$ cat src/rtl/ecdsa_sign_sequencer_if.sv
// Handshake and control bundle between the ECDSA sign sequencer,
// its host and the sign datapath.
interface ecdsa_sign_sequencer_if #(
    parameter int NONCE_CTR_W = 32
);
    logic                   start;
    logic                   abort;
    logic                   ready;
    logic                   hash_start;
    logic                   done_hash;
    logic                   load_hash;
    logic                   chacha_run;
    logic                   done_chacha;
    logic                   point_run;
    logic                   done_gen_point;
    logic                   r_zero;
    logic                   inv_run;
    logic                   done_mod;
    logic                   mul_run;
    logic                   done_sig;
    logic                   s_zero;
    logic                   sig_valid;
    logic                   sig_ack;
    logic [1:0]             status;
    logic [NONCE_CTR_W-1:0] nonce_ctr;
    logic [3:0]             retry_cnt;

    modport master (
        input  start, abort, done_hash, done_chacha, done_gen_point,
        input  r_zero, done_mod, done_sig, s_zero, sig_ack,
        output ready, hash_start, load_hash, chacha_run, point_run,
        output inv_run, mul_run, sig_valid, status, nonce_ctr, retry_cnt
    );

    modport slave (
        output start, abort, done_hash, done_chacha, done_gen_point,
        output r_zero, done_mod, done_sig, s_zero, sig_ack,
        input  ready, hash_start, load_hash, chacha_run, point_run,
        input  inv_run, mul_run, sig_valid, status, nonce_ctr, retry_cnt
    );
endinterface

$ cat src/rtl/ecdsa_sign_sequencer.sv
// ECDSA sign control FSM: hash, nonce, k*G, inverse, multiply, retry on r/s==0.
// Optional per-stage watchdog enabled by defining ECDSA_SIGN_TIMEOUT_EN.
module ecdsa_sign_sequencer #(
    parameter int MAX_RETRY      = 8,
    parameter int NONCE_CTR_W    = 32,
    parameter int TIMEOUT_CYCLES = 1048576
) (
    input  logic                   clk,
    input  logic                   reset_n,
    ecdsa_sign_sequencer_if.master bus
);

    typedef enum logic [3:0] {
        IDLE    = 4'd0,
        HASH    = 4'd1,
        LOADH   = 4'd2,
        NONCE   = 4'd3,
        POINT   = 4'd4,
        CHECK_R = 4'd5,
        INVERT  = 4'd6,
        SIGN    = 4'd7,
        CHECK_S = 4'd8,
        RETRY   = 4'd9,
        DONE    = 4'd10,
        FAIL    = 4'd11
    } state_e;

    localparam logic [1:0] StOk      = 2'b00;
    localparam logic [1:0] StRetries = 2'b01;
    localparam logic [1:0] StTimeout = 2'b10;
    localparam logic [3:0] MaxRetry  = 4'(MAX_RETRY);

    state_e                 state_q, state_d;
    logic                   hash_start_q, hash_start_d;
    logic [1:0]             status_q, status_d;
    logic [NONCE_CTR_W-1:0] nonce_ctr_q, nonce_ctr_d;
    logic [3:0]             retry_cnt_q, retry_cnt_d;
    logic                   tmo_hit;

`ifdef ECDSA_SIGN_TIMEOUT_EN
    localparam int TmoW = $clog2(TIMEOUT_CYCLES + 1);

    logic [TmoW-1:0] tmo_cnt_q, tmo_cnt_d;
    logic            wait_st;

    always_comb begin
        wait_st = state_q inside {HASH, NONCE, POINT, INVERT, SIGN};
        tmo_hit = wait_st && (tmo_cnt_q == TmoW'(TIMEOUT_CYCLES - 1));
    end

    always_comb begin
        tmo_cnt_d = '0;
        if (wait_st && (state_d == state_q)) begin
            tmo_cnt_d = tmo_cnt_q + TmoW'(1);
        end
    end

    always_ff @(posedge clk or negedge reset_n) begin
        if (!reset_n) begin
            tmo_cnt_q <= '0;
        end else begin
            tmo_cnt_q <= tmo_cnt_d;
        end
    end
`else
    assign tmo_hit = 1'b0;

    // Watchdog limit is only meaningful with the watchdog built in.
    if (TIMEOUT_CYCLES < 1) begin : g_bad_timeout_cycles
    end
`endif

    always_comb begin
        state_d      = state_q;
        status_d     = status_q;
        nonce_ctr_d  = nonce_ctr_q;
        retry_cnt_d  = retry_cnt_q;
        hash_start_d = 1'b0;

        if ((state_q != IDLE) && bus.abort) begin
            state_d = IDLE;
        end else begin
            unique case (state_q)
                IDLE: begin
                    if (bus.start) begin
                        state_d      = HASH;
                        status_d     = StOk;
                        nonce_ctr_d  = '0;
                        retry_cnt_d  = '0;
                        hash_start_d = 1'b1;
                    end
                end
                HASH: begin
                    if (bus.done_hash) state_d = LOADH;
                end
                LOADH: begin
                    state_d = NONCE;
                end
                NONCE: begin
                    if (bus.done_chacha) state_d = POINT;
                end
                POINT: begin
                    if (bus.done_gen_point) state_d = CHECK_R;
                end
                CHECK_R: begin
                    state_d = bus.r_zero ? RETRY : INVERT;
                end
                INVERT: begin
                    if (bus.done_mod) state_d = SIGN;
                end
                SIGN: begin
                    if (bus.done_sig) state_d = CHECK_S;
                end
                CHECK_S: begin
                    if (bus.s_zero) begin
                        state_d = RETRY;
                    end else begin
                        state_d  = DONE;
                        status_d = StOk;
                    end
                end
                RETRY: begin
                    // The hash is kept; only the nonce path is rerun.
                    nonce_ctr_d = nonce_ctr_q + NONCE_CTR_W'(1);
                    retry_cnt_d = retry_cnt_q + 4'd1;
                    if (retry_cnt_d > MaxRetry) begin
                        state_d  = FAIL;
                        status_d = StRetries;
                    end else begin
                        state_d = NONCE;
                    end
                end
                DONE, FAIL: begin
                    if (bus.sig_ack) state_d = IDLE;
                end
                default: begin
                    state_d = IDLE;
                end
            endcase

            // A stage that completes in the same cycle wins over the watchdog.
            if (tmo_hit && (state_d == state_q)) begin
                state_d  = FAIL;
                status_d = StTimeout;
            end
        end
    end

    always_ff @(posedge clk or negedge reset_n) begin
        if (!reset_n) begin
            state_q      <= IDLE;
            hash_start_q <= 1'b0;
            status_q     <= StOk;
            nonce_ctr_q  <= '0;
            retry_cnt_q  <= '0;
        end else begin
            state_q      <= state_d;
            hash_start_q <= hash_start_d;
            status_q     <= status_d;
            nonce_ctr_q  <= nonce_ctr_d;
            retry_cnt_q  <= retry_cnt_d;
        end
    end

    always_comb begin
        bus.ready      = (state_q == IDLE);
        bus.hash_start = hash_start_q;
        bus.load_hash  = (state_q == LOADH);
        bus.chacha_run = state_q inside {NONCE, POINT, CHECK_R, INVERT,
                                         SIGN, CHECK_S, DONE};
        bus.point_run  = state_q inside {POINT, CHECK_R, INVERT, SIGN,
                                         CHECK_S, DONE};
        bus.inv_run    = state_q inside {INVERT, SIGN, CHECK_S, DONE};
        bus.mul_run    = state_q inside {SIGN, CHECK_S, DONE};
        bus.sig_valid  = state_q inside {DONE, FAIL};
        bus.status     = status_q;
        bus.nonce_ctr  = nonce_ctr_q;
        bus.retry_cnt  = retry_cnt_q;
    end

endmodule

$ cat src/flat_wrapper.sv
// flat-port wrapper written by rule: the top's interface ports become plain ports
module ecdsa_sign_sequencer_flat 
#(
    parameter int MAX_RETRY      = 8,
    parameter int NONCE_CTR_W    = 32,
    parameter int TIMEOUT_CYCLES = 1048576
)
  (clk, reset_n, bus_start, bus_abort, bus_done_hash, bus_done_chacha, bus_done_gen_point, bus_r_zero, bus_done_mod, bus_done_sig, bus_s_zero, bus_sig_ack, bus_ready, bus_hash_start, bus_load_hash, bus_chacha_run, bus_point_run, bus_inv_run, bus_mul_run, bus_sig_valid, bus_status, bus_nonce_ctr, bus_retry_cnt);
  ecdsa_sign_sequencer_if #(.NONCE_CTR_W(NONCE_CTR_W)) bus_i ();
  input  logic clk;
  input  logic reset_n;
  input wire logic [$bits(bus_i.start)-1:0] bus_start;
  input wire logic [$bits(bus_i.abort)-1:0] bus_abort;
  input wire logic [$bits(bus_i.done_hash)-1:0] bus_done_hash;
  input wire logic [$bits(bus_i.done_chacha)-1:0] bus_done_chacha;
  input wire logic [$bits(bus_i.done_gen_point)-1:0] bus_done_gen_point;
  input wire logic [$bits(bus_i.r_zero)-1:0] bus_r_zero;
  input wire logic [$bits(bus_i.done_mod)-1:0] bus_done_mod;
  input wire logic [$bits(bus_i.done_sig)-1:0] bus_done_sig;
  input wire logic [$bits(bus_i.s_zero)-1:0] bus_s_zero;
  input wire logic [$bits(bus_i.sig_ack)-1:0] bus_sig_ack;
  output wire logic [$bits(bus_i.ready)-1:0] bus_ready;
  output wire logic [$bits(bus_i.hash_start)-1:0] bus_hash_start;
  output wire logic [$bits(bus_i.load_hash)-1:0] bus_load_hash;
  output wire logic [$bits(bus_i.chacha_run)-1:0] bus_chacha_run;
  output wire logic [$bits(bus_i.point_run)-1:0] bus_point_run;
  output wire logic [$bits(bus_i.inv_run)-1:0] bus_inv_run;
  output wire logic [$bits(bus_i.mul_run)-1:0] bus_mul_run;
  output wire logic [$bits(bus_i.sig_valid)-1:0] bus_sig_valid;
  output wire logic [$bits(bus_i.status)-1:0] bus_status;
  output wire logic [$bits(bus_i.nonce_ctr)-1:0] bus_nonce_ctr;
  output wire logic [$bits(bus_i.retry_cnt)-1:0] bus_retry_cnt;
  assign bus_i.start = bus_start;
  assign bus_i.abort = bus_abort;
  assign bus_i.done_hash = bus_done_hash;
  assign bus_i.done_chacha = bus_done_chacha;
  assign bus_i.done_gen_point = bus_done_gen_point;
  assign bus_i.r_zero = bus_r_zero;
  assign bus_i.done_mod = bus_done_mod;
  assign bus_i.done_sig = bus_done_sig;
  assign bus_i.s_zero = bus_s_zero;
  assign bus_i.sig_ack = bus_sig_ack;
  assign bus_ready = bus_i.ready;
  assign bus_hash_start = bus_i.hash_start;
  assign bus_load_hash = bus_i.load_hash;
  assign bus_chacha_run = bus_i.chacha_run;
  assign bus_point_run = bus_i.point_run;
  assign bus_inv_run = bus_i.inv_run;
  assign bus_mul_run = bus_i.mul_run;
  assign bus_sig_valid = bus_i.sig_valid;
  assign bus_status = bus_i.status;
  assign bus_nonce_ctr = bus_i.nonce_ctr;
  assign bus_retry_cnt = bus_i.retry_cnt;
  ecdsa_sign_sequencer #(.MAX_RETRY(MAX_RETRY), .NONCE_CTR_W(NONCE_CTR_W), .TIMEOUT_CYCLES(TIMEOUT_CYCLES)) u_core (.clk(clk), .reset_n(reset_n), .bus(bus_i));
endmodule
$ cat config.mk
export PLATFORM = sky130hd
export DESIGN_NAME = ecdsa_sign_sequencer_flat
export DESIGN_NICKNAME = d
export VERILOG_FILES = /design/src/rtl/ecdsa_sign_sequencer_if.sv /design/src/rtl/ecdsa_sign_sequencer.sv /design/src/flat_wrapper.sv
export SDC_FILE = /design/constraint.sdc
export NUM_CORES = 1
export LEC_CHECK = 0
export BUFFER_PORTS_ARGS = -buffer_cell sky130_fd_sc_hd__buf_2
export CAP_MARGIN = 10
export CORE_ASPECT_RATIO = 0.6
export CORE_MARGIN = 2
export CORE_UTILIZATION = 35
export CTS_CLUSTER_SIZE = 20
export DETAILED_ROUTE_END_ITERATION = 12
export PLACE_DENSITY = 0.58
export SYNTH_ARGS = -nofsm -noshare
export SYNTH_HDL_FRONTEND = slang
export SYNTH_SLANG_ARGS = --single-unit
$ cat constraint.sdc
create_clock -name clk -period 5.7 [get_ports clk]
set_input_delay 0 -clock clk [delete_from_list [all_inputs] [get_ports clk]]
set_output_delay 0 -clock clk [all_outputs]
set_load 0.02 [all_outputs]
==> reports/qor.yml <==
status: "completed"
pin_count: 58
relSlewSlack_pct: 32.9
fill_cells: 660
grt_pass1_vias: 1802
finish.utilization_pct: 43.3
insertion_delay_ns: 0.28
powerDensity_nw_per_um2: 310
clock_path_buffers: 2
synth-seq-area-share_pct: 43.8
setup_violations: 0
h-tree-depth: 2
critPathKind: "register to register"
antenna_found_initial: 0
drive_gt1_share_pct: 22.2
critPathLaunchType: "register"
grt_max_degree: 43
antenna_left: 0
via_per_inst: 5.19
finalHoldViolCount: 0
wl_per_cell_microns: 13.8
synth_area_sq_um: 2400
routed_wl_microns: 5620
slew_violations: 0
tightest_slew_ns: 1.00
clk_pin_slew_ns: 0.06
area_growth_syn_to_layout_pct: 19.7
detailroute.via_count: 2111
synth_top_cell_area_share_pct: 43.8
finalClockSkew_ns: 0.00490
die_w_microns: 111
postSynthCellCount: 271
numCtsBuffers: 5
async_flop_share_pct: 100
rsz0062_at_grt: "false"
max-vdd-ir-drop_mv: 0.0995
cap_violations: 0
antenna_cells: 0
overflow: 0
row_count: 23
coreArea_sq_um: 6650
cp-end-kind: "register"
cts_setup_buffers: 0
leakage_nw: 1.36
ys_warn_count: 0
syn-num-nets: 285
dieArea_sq_um: 7560
drtIter0Drc: 164
timing.critical_path.required_ns: 5.90
gp_routability_congestion: 0.907
max_freq_ghz: 0.359
nets: 333
postSynthAreaPerCell_sq_um: 8.86
track_usage_pct: 15.2
cts_tree: "built"
drtPass1Iterations: 4
synth_top_cell_by_area: "dfrtp_1"
arrival_ns: 2.99
drc: 0
initial_core_util_pct: 36.1
fp.dieH_microns: 68.2
cts_sinks: 42
synth_area_leaders: "dfrtp_1 44%, xnor2_1 4.7%, nor2_1 4.5%, o21ai_0 4.4%, a21oi_1 3.5%"
fin_setup_tns_ns: 0
ys.flop_type: "dfrtp_1"
ys_ff_latch: 42
crit_fanout: 21
port_buffers: 56
grt_pass1_wl_microns: 9100
cts_root_buf: "clkbuf_16"
finalCriticalPeriod_ns: 2.79
holdCritPathClass: "input pin to register"
synth_cell_types: 46
hpwlAfterDp_microns: 4050
synth_edf_count: 0
fin_crit_sh_pct: 48.9
[Yosys cell counts (6+ instances only)]
master    number
nand3_1       14
nand4_1        6
a21oi_1       17
nor2_1        29
o21ai_0       21
nand2_1       15
nor3_1        11
clkbuf_1      12
xnor2_1       13
inv_1         10
or3_1         10
or4_1          6
nor4_1         6
dfrtp_1       42
xor2_1         9
[placed cells by master, fill, tap and decap left out, types with 2 or more instances in the layout]
cell / instances
and3b_1: 2
nand3_1: 14
o21bai_1: 2
o21a_1: 2
clkbuf_16: 5
nor2_1: 29
a21oi_1: 17
or3_1: 10
nor3_1: 11
buf_2: 56
nand4_1: 6
nand2_1: 15
or4_1: 6
o21ai_0: 21
dfrtp_1: 42
ha_1: 2
xnor2_1: 13
a22o_1: 2
mux2_2: 3
nand2b_1: 4
inv_1: 10
and2_1: 4
and3_1: 3
and4_1: 3
xor2_1: 9
o211ai_1: 2
nor4_1: 6
[path summary, 6_finish.rpt]
check,from,end,slack (ns),cells after the start
setup / recovery,u_core.state_q[3],u_core.bus.nonce_ctr[30],2.91,5
hold / removal,bus_sig_ack,u_core.state_q[3],0.09,4
setup reg to reg,u_core.state_q[3],u_core.bus.nonce_ctr[30],2.91,5
hold reg to reg,u_core.bus.status[0],u_core.bus.status[0],0.53,2
max in group asynchronous,reset_n,u_core.bus.nonce_ctr[7],4.71,2
min in group asynchronous,reset_n,u_core.bus.retry_cnt[3],0.41,2
[stage by stage]
stage,instances,setup slack [ns],power [mW],hold slack [ns],area [sq um]
final,407,2.91,0.892,0.0892,2880
after global placement,398,3.04,0.617,0.210,2720
after detailed placement,398,2.96,0.615,0.216,2720
after global routing,407,2.70,0.948,0.106,2880
after floorplan,271,3.57,0.548,-0.296,2400
after CTS,407,2.92,0.900,0.0853,2880
[timing repair]
action | CTS | global route
hold buffers | 1 | 0
hold endpoints to repair | 42 | 0
gates resized for setup | 0 | 0
[state kept, by name, summed over array words and instances, names as in the netlist]
name                   count
u_core.state_q             4
u_core.bus.retry_cnt       4
u_core.bus.hash_start      1
u_core.bus.status          1
u_core.bus.nonce_ctr      32
[per-layer routing]
layer | GRT usage [%] | share of wire, % | vias to the layer above
met5 | 0 | 0 | -
met2 | 20.6 | 39 | 72
met1 | 23.8 | 54 | 981
met4 | 3.28 | 0.48 | 0
li1 | - | - | 1056
met3 | 3.81 | 6.7 | 2
[kinds of logic after synthesis]
family	after synthesis	share of synthesized area, %
xor gates and xnor gates	22	8.02
other	1	0.156
DFF	42	43.8
AOI/OAI and AO/OA	55	14.0
adders and majority gates	2	1.04
and+or+nand+nor	118	26.3
muxes	4	1.82
buffers and inverters	27	4.95
[final cells by class]
class / count / area [sq um] / share of cell area (%)
Timing Repair Buffer: 58 / 298 / 10.4
Multi-Input combinational cell: 202 / 1230 / 42.9
Clock inverter: 1 / 5.00 / 0.174
Tap cell: 87 / 109 / 3.79
Sequential cell: 42 / 1050 / 36.6
Clock buffer: 7 / 143 / 4.96
Inverter: 10 / 37.5 / 1.31
[worst max-delay path, cell delays in order, from the launching register on]
cell and delay [ns]:
dfrtp_1 0.73, and3b_1 0.35, o211ai_1 0.39, or4_1 0.72, or3_1 0.35, a21oi_1 0.16
[power by group]
group / total [mW] / internal (mW) / switching, mW
sequential: 0.358 / 0.312 / 0.0460
clock: 0.279 / 0.173 / 0.106
combinational: 0.254 / 0.0924 / 0.162
total: 0.892 / 0.578 / 0.314
No activity file was read; power rests on OpenSTA's default activity.
